## src/rtl/intr_ctrl_if.sv

```systemverilog
// Interrupt front-end bus between the CU-side logic (master) and intr_ctrl (slave).
// Carries raw requests, enables, ack/mret pulses and the prioritized request outputs.
interface intr_ctrl_if #(
  parameter int NUM_SRC = 4
);
  localparam int ID_W = (NUM_SRC > 1) ? $clog2(NUM_SRC) : 1;

  logic [NUM_SRC-1:0] irq_in;
  logic               mie;
  logic [NUM_SRC-1:0] src_mask;
  logic               intr_ack;
  logic               mret;
  logic               intr;
  logic [ID_W-1:0]    intr_id;
  logic [NUM_SRC-1:0] pending;
  logic               in_service;

  modport master (
    output irq_in, mie, src_mask, intr_ack, mret,
    input  intr, intr_id, pending, in_service
  );

  modport slave (
    input  irq_in, mie, src_mask, intr_ack, mret,
    output intr, intr_id, pending, in_service
  );
endinterface

```

## src/rtl/intr_ctrl.sv

```systemverilog
// Interrupt front end for the OTTER CU: sync, edge-latch, mask, prioritize, track in-service.
// Define INTR_LEVEL_EN for level-sensitive sources (pending follows the synced level).
module intr_ctrl #(
  parameter int NUM_SRC     = 4,
  parameter int SYNC_STAGES = 2
) (
  input logic       clk,
  input logic       RST,
  intr_ctrl_if.slave bus
);
  localparam int ID_W = (NUM_SRC > 1) ? $clog2(NUM_SRC) : 1;

  typedef enum logic [0:0] {
    IDLE    = 1'b0,
    SERVICE = 1'b1
  } state_t;

  state_t             state_r;
  state_t             state_s;
  logic [NUM_SRC-1:0] sync_r [SYNC_STAGES];
  logic [NUM_SRC-1:0] synced_s;
  logic [NUM_SRC-1:0] pending_s;
  logic [NUM_SRC-1:0] elig_s;
  logic [ID_W-1:0]    id_s;
  logic               intr_s;
  logic               take_s;

  // Lowest set index wins; an empty vector yields index 0.
  function automatic logic [ID_W-1:0] lowest_idx(input logic [NUM_SRC-1:0] v);
    logic [ID_W-1:0] idx;
    idx = {ID_W{1'b0}};
    for (int i = NUM_SRC - 1; i >= 0; i--) begin
      if (v[i]) begin
        idx = ID_W'(i);
      end
    end
    return idx;
  endfunction

  // Multi-stage synchronizer chain per source
  always_ff @(posedge clk) begin
    if (!RST) begin
      for (int s = 0; s < SYNC_STAGES; s++) begin
        sync_r[s] <= {NUM_SRC{1'b0}};
      end
    end else begin
      sync_r[0] <= bus.irq_in;
      for (int s = 1; s < SYNC_STAGES; s++) begin
        sync_r[s] <= sync_r[s-1];
      end
    end
  end

  assign synced_s = sync_r[SYNC_STAGES-1];

`ifdef INTR_LEVEL_EN
  assign pending_s = synced_s;
`else
  logic [NUM_SRC-1:0] hist_r;
  logic [NUM_SRC-1:0] pending_r;
  logic [NUM_SRC-1:0] rise_s;
  logic [NUM_SRC-1:0] clr_s;

  assign rise_s = synced_s & ~hist_r;

  // One-hot clear of the acknowledged source
  always_comb begin
    clr_s = {NUM_SRC{1'b0}};
    for (int i = 0; i < NUM_SRC; i++) begin
      clr_s[i] = take_s && (id_s == ID_W'(i));
    end
  end

  // Edge history and pending latch; a fresh edge beats a same-cycle clear
  always_ff @(posedge clk) begin
    if (!RST) begin
      hist_r    <= {NUM_SRC{1'b0}};
      pending_r <= {NUM_SRC{1'b0}};
    end else begin
      hist_r    <= synced_s;
      pending_r <= (pending_r & ~clr_s) | rise_s;
    end
  end

  assign pending_s = pending_r;
`endif

  assign elig_s = pending_s & bus.src_mask;
  assign id_s   = lowest_idx(elig_s);
  assign intr_s = bus.mie & (state_r == IDLE) & (|elig_s);
  assign take_s = bus.intr_ack & intr_s;

  // In-service state register
  always_ff @(posedge clk) begin
    if (!RST) begin
      state_r <= IDLE;
    end else begin
      state_r <= state_s;
    end
  end

  // Ack only counts while a request is shown; mret only leaves SERVICE
  always_comb begin
    state_s = state_r;
    case (state_r)
      IDLE: begin
        if (take_s) begin
          state_s = SERVICE;
        end else begin
          state_s = IDLE;
        end
      end
      SERVICE: begin
        if (bus.mret) begin
          state_s = IDLE;
        end else begin
          state_s = SERVICE;
        end
      end
      default: begin
        state_s = IDLE;
      end
    endcase
  end

  assign bus.intr       = intr_s;
  assign bus.intr_id    = id_s;
  assign bus.pending    = pending_s;
  assign bus.in_service = (state_r == SERVICE);
endmodule

```

## src/flat_wrapper.sv

```systemverilog
// flat-port wrapper written by rule: the top's interface ports become plain ports
module intr_ctrl_flat 
#(
  parameter int NUM_SRC     = 4,
  parameter int SYNC_STAGES = 2
)
  (clk, RST, bus_irq_in, bus_mie, bus_src_mask, bus_intr_ack, bus_mret, bus_intr, bus_intr_id, bus_pending, bus_in_service);
  intr_ctrl_if #(.NUM_SRC(NUM_SRC)) bus_i ();
  input logic clk;
  input logic RST;
  input wire logic [$bits(bus_i.irq_in)-1:0] bus_irq_in;
  input wire logic [$bits(bus_i.mie)-1:0] bus_mie;
  input wire logic [$bits(bus_i.src_mask)-1:0] bus_src_mask;
  input wire logic [$bits(bus_i.intr_ack)-1:0] bus_intr_ack;
  input wire logic [$bits(bus_i.mret)-1:0] bus_mret;
  output wire logic [$bits(bus_i.intr)-1:0] bus_intr;
  output wire logic [$bits(bus_i.intr_id)-1:0] bus_intr_id;
  output wire logic [$bits(bus_i.pending)-1:0] bus_pending;
  output wire logic [$bits(bus_i.in_service)-1:0] bus_in_service;
  assign bus_i.irq_in = bus_irq_in;
  assign bus_i.mie = bus_mie;
  assign bus_i.src_mask = bus_src_mask;
  assign bus_i.intr_ack = bus_intr_ack;
  assign bus_i.mret = bus_mret;
  assign bus_intr = bus_i.intr;
  assign bus_intr_id = bus_i.intr_id;
  assign bus_pending = bus_i.pending;
  assign bus_in_service = bus_i.in_service;
  intr_ctrl #(.NUM_SRC(NUM_SRC), .SYNC_STAGES(SYNC_STAGES)) u_core (.clk(clk), .RST(RST), .bus(bus_i));
endmodule
```

## config.mk

```make
export PLATFORM = sky130hd
export DESIGN_NAME = intr_ctrl_flat
export DESIGN_NICKNAME = d
export VERILOG_FILES = /design/src/rtl/intr_ctrl_if.sv /design/src/rtl/intr_ctrl.sv /design/src/flat_wrapper.sv
export SDC_FILE = /design/constraint.sdc
export NUM_CORES = 1
export LEC_CHECK = 0
export CAP_MARGIN = 10
export CORE_MARGIN = 2
export CORE_UTILIZATION = 37
export DETAILED_ROUTE_END_ITERATION = 12
export PLACE_DENSITY = 0.7
export SYNTH_ARGS = -nofsm -noshare
export SYNTH_HDL_FRONTEND = slang
export SYNTH_SLANG_ARGS = --single-unit
```

## constraint.sdc

```tcl
create_clock -name clk -period 1.1 [get_ports clk]
set_clock_uncertainty 0.2 [all_clocks]
set_input_delay 0.275 -clock clk [delete_from_list [all_inputs] [get_ports clk]]
set_output_delay 0.275 -clock clk [all_outputs]
set_load 0.02 [all_outputs]
```

==> flow_summary.json <==
{
  "core_area_mm2": 0.001506,
  "hold-path-endpoint": "u_core.sync_r[0][4]",
  "critPathSlowestCell": "dfxtp_4",
  "cts.clk_slew.worst_paths_ps": 100,
  "max_stage_delay_ps": 370,
  "synth_warnings": 0,
  "die_y_um": 44.21,
  "post_synth.cell_area_avg_um2": 10.87,
  "via_per_inst": 4.741,
  "routabilityCongestion": 0.8853,
  "antenna_found_initial": 0,
  "critPathMaxFanout": 3,
  "start_util_pct": 39.70,
  "ir_drop_uv": 988.8,
  "cts_made_buffers": 3,
  "num-fill-cells": 128,
  "yosys.area_share.simple_pct": 25.10,
  "crit_chain": "a22oi_4 > and3_4 > nor3b_4 > buf_6",
  "ys_ff_latch": 17,
  "maxCapViolCount": 0,
  "grtUsageTotal_pct": 14.02,
  "drv_slew": 0,
  "grt_pass1_wl_mm": 2.035,
  "h-tree-depth": 1,
  "required_ps": 620,
  "clock_sinks": 17,
  "drtIter0Drc": 6,
  "cts_root_buffer": "clkbuf_4",
  "tns_ps": -4063,
  "grt_pass1_vias": 498,
  "fmax_ghz": 0.5945,
  "drc_errors": 0,
  "drt_pass1_iterations": 4,
  "seq_area_frac_synth_pct": 56.90,
  "routed-via-count": 531,
  "hold_viol": 0,
  "synth_adder_area_share_pct": 0,
  "power.leakage_nw": 0.4638,
  "mostFrequentLayoutCells": "buf_4 (14), buf_6 (12), dfxtp_1 (12)",
  "clk_latency_ps": 280,
  "nNetsFinal": 110,
  "r2r_setup_slack_ps": -310,
  "crit_type": "reg -> out",
  "syn_area_um2": 598.1,
  "cts_tree": "built",
  "r2r_end": "u_core.bus.pending[2]",
  "grt_overflow": 0,
  "relSlewSlack_pct": 82.75,
  "cp.arrival_ps": 1210,
  "cp-end-kind": "output port",
  "fin_ws_ps": -582.1,
  "r2r_start": "u_core.bus.in_service",
  "hpwlAfterDp_um": 865,
  "p_per_area_mw_per_mm2": 1138,
  "violations": "negative setup slack",
  "tightest_slew_ps": 258.8,
  "synth_top_family_by_area": "simple AND/OR/NAND/NOR gates",
  "antenna_left": 0,
  "die-area_mm2": 0.001954,
  "syn_inst": 55,
  "wire_per_inst_um": 11.05,
  "antenna_cells": 0,
  "start_kind": "register",
  "layout_min_cycle_time_ps": 1682,
  "synth_nets": 68,
  "syn_to_final_growth_pct": 74.69,
  "grt_max_degree": 11,
  "postLayoutCoreUtil_pct": 69.35,
  "hold_path_depth": 1,
  "synthMuxAreaShare_pct": 0,
  "dpl_worst_slack_ps": -1218,
  "drt_wl_total_mm": 1.238,
  "rsz0062_at_grt": "true",
  "io-pin-count": 21,
  "status": "complete, but fails checks",
  "layout-drive-gt1-share_pct": 45.83,
  "finalSetupViolCount": 13,
  "die_w_um": 44.21,
  "finalPower_mw": 1.189,
  "synth_compound_area_share_pct": 15.48,
  "worstHoldStart": "u_core.sync_r[0][0]",
  "fp-row-count": 14,
  "port_buffers": 20,
  "cts_buffer_depth": 2,
  "holdBufCountCts": 0,
  "reg2regPathDepth": 4,
  "synth_cell_type_count": 20,
  "hold_class": "reg -> reg",
  "post-route-period-util_pct": 152.9,
  "final_common_cell": "buf_4",
  "synth_xor_area_share_pct": 0
}
==> where the power goes <==
part / leakage [nW] / internal (mW) / switching, mW
combinational: 0.303 / 0.137 / 0.0849
sequential: 0.143 / 0.636 / 0.0129
clock: 0.0177 / 0.135 / 0.183
==> flip-flops by register name, indices dropped and copies added, names as in the netlist <==
| name | flops |
|---|---|
| u_core.bus.in_service | 1 |
| u_core.hist_r | 4 |
| u_core.bus.pending | 4 |
| u_core.sync_r | 8 |
==> worst max-delay path: cells and delay by family (launching register included) <==
kind	cells	cell delay [ps]
AO/OA/AOI/OAI	1	170
flip-flops	1	370
buffers and inverters	1	120
AND/OR/NAND/NOR	2	260
==> metrics by stage <==
step / cells / hold slack, ps / instance area, um^2
global route: 112 / 252.2 / 1045
detailed placement: 104 / 221.7 / 965.9
global placement: 104 / 214.0 / 965.9
CTS: 110 / 244.6 / 1020
floorplan: 55 / 196.7 / 644.4
finish: 112 / 240.7 / 1045
==> layer usage <==
| metal | up-vias | share of wire [%] | track usage (%) |
|---|---|---|---|
| met5 | - | 0 | 0 |
| li1 | 272 | - | - |
| met4 | 0 | 0.89 | 5.455 |
| met1 | 239 | 47 | 17.35 |
| met3 | 2 | 7.3 | 4.490 |
| met2 | 18 | 45 | 22.65 |
==> area by class of cell <==
type / instances / area [um^2] / area share, %
Inverter: 3 / 11.26 / 1.078
Sequential cell: 17 / 359.1 / 34.37
Clock inverter: 1 / 5.005 / 0.4790
Clock buffer: 3 / 22.52 / 2.156
Tap cell: 16 / 20.02 / 1.916
Multi-Input combinational cell: 34 / 272.8 / 26.11
Timing Repair Buffer: 38 / 354.1 / 33.89
==> synthesized netlist by cell type (all sizes together) <==
cell / n / area share (%)
nand2: 4 / 2.5
a32oi: 1 / 1.5
o21ai: 1 / 0.84
clkbuf: 1 / 0.63
o21a: 1 / 1.3
nand3b: 1 / 1.3
a21boi: 2 / 2.5
and3: 1 / 1.0
a22oi: 1 / 3.6
nand4: 1 / 1.0
a21oi: 1 / 0.84
and3b: 1 / 1.7
dfxtp: 17 / 57
a32o: 3 / 5.0
nor2b: 1 / 1.0
and2: 12 / 13
inv: 3 / 1.9
nand3: 2 / 1.7
nor3b: 1 / 2.1
==> cells by family after synthesis <==
kind of cell,after synthesis
compound gates,10
flops,17
simple gates,24
buf+inv,4
==> how the worst max path moves through the flow <==
stage                           to                   from
after global routing      bus_intr  u_core.bus.pending[0]
after global placement    bus_intr        bus_src_mask[0]
after CTS                 bus_intr  u_core.bus.pending[3]
final                     bus_intr  u_core.bus.pending[0]
after floorplan           bus_intr  u_core.bus.pending[0]
after detailed placement  bus_intr        bus_src_mask[0]
==> repair_timing <==
item / CTS / global route
resized for setup: 56 / 5
setup buffers: 2 / 3
hold endpoints to repair: 0 / 0
pin swaps: 8 / 2
endpoints found under the setup margin: 22 / 13
Power figures use the tool's default switching activity.
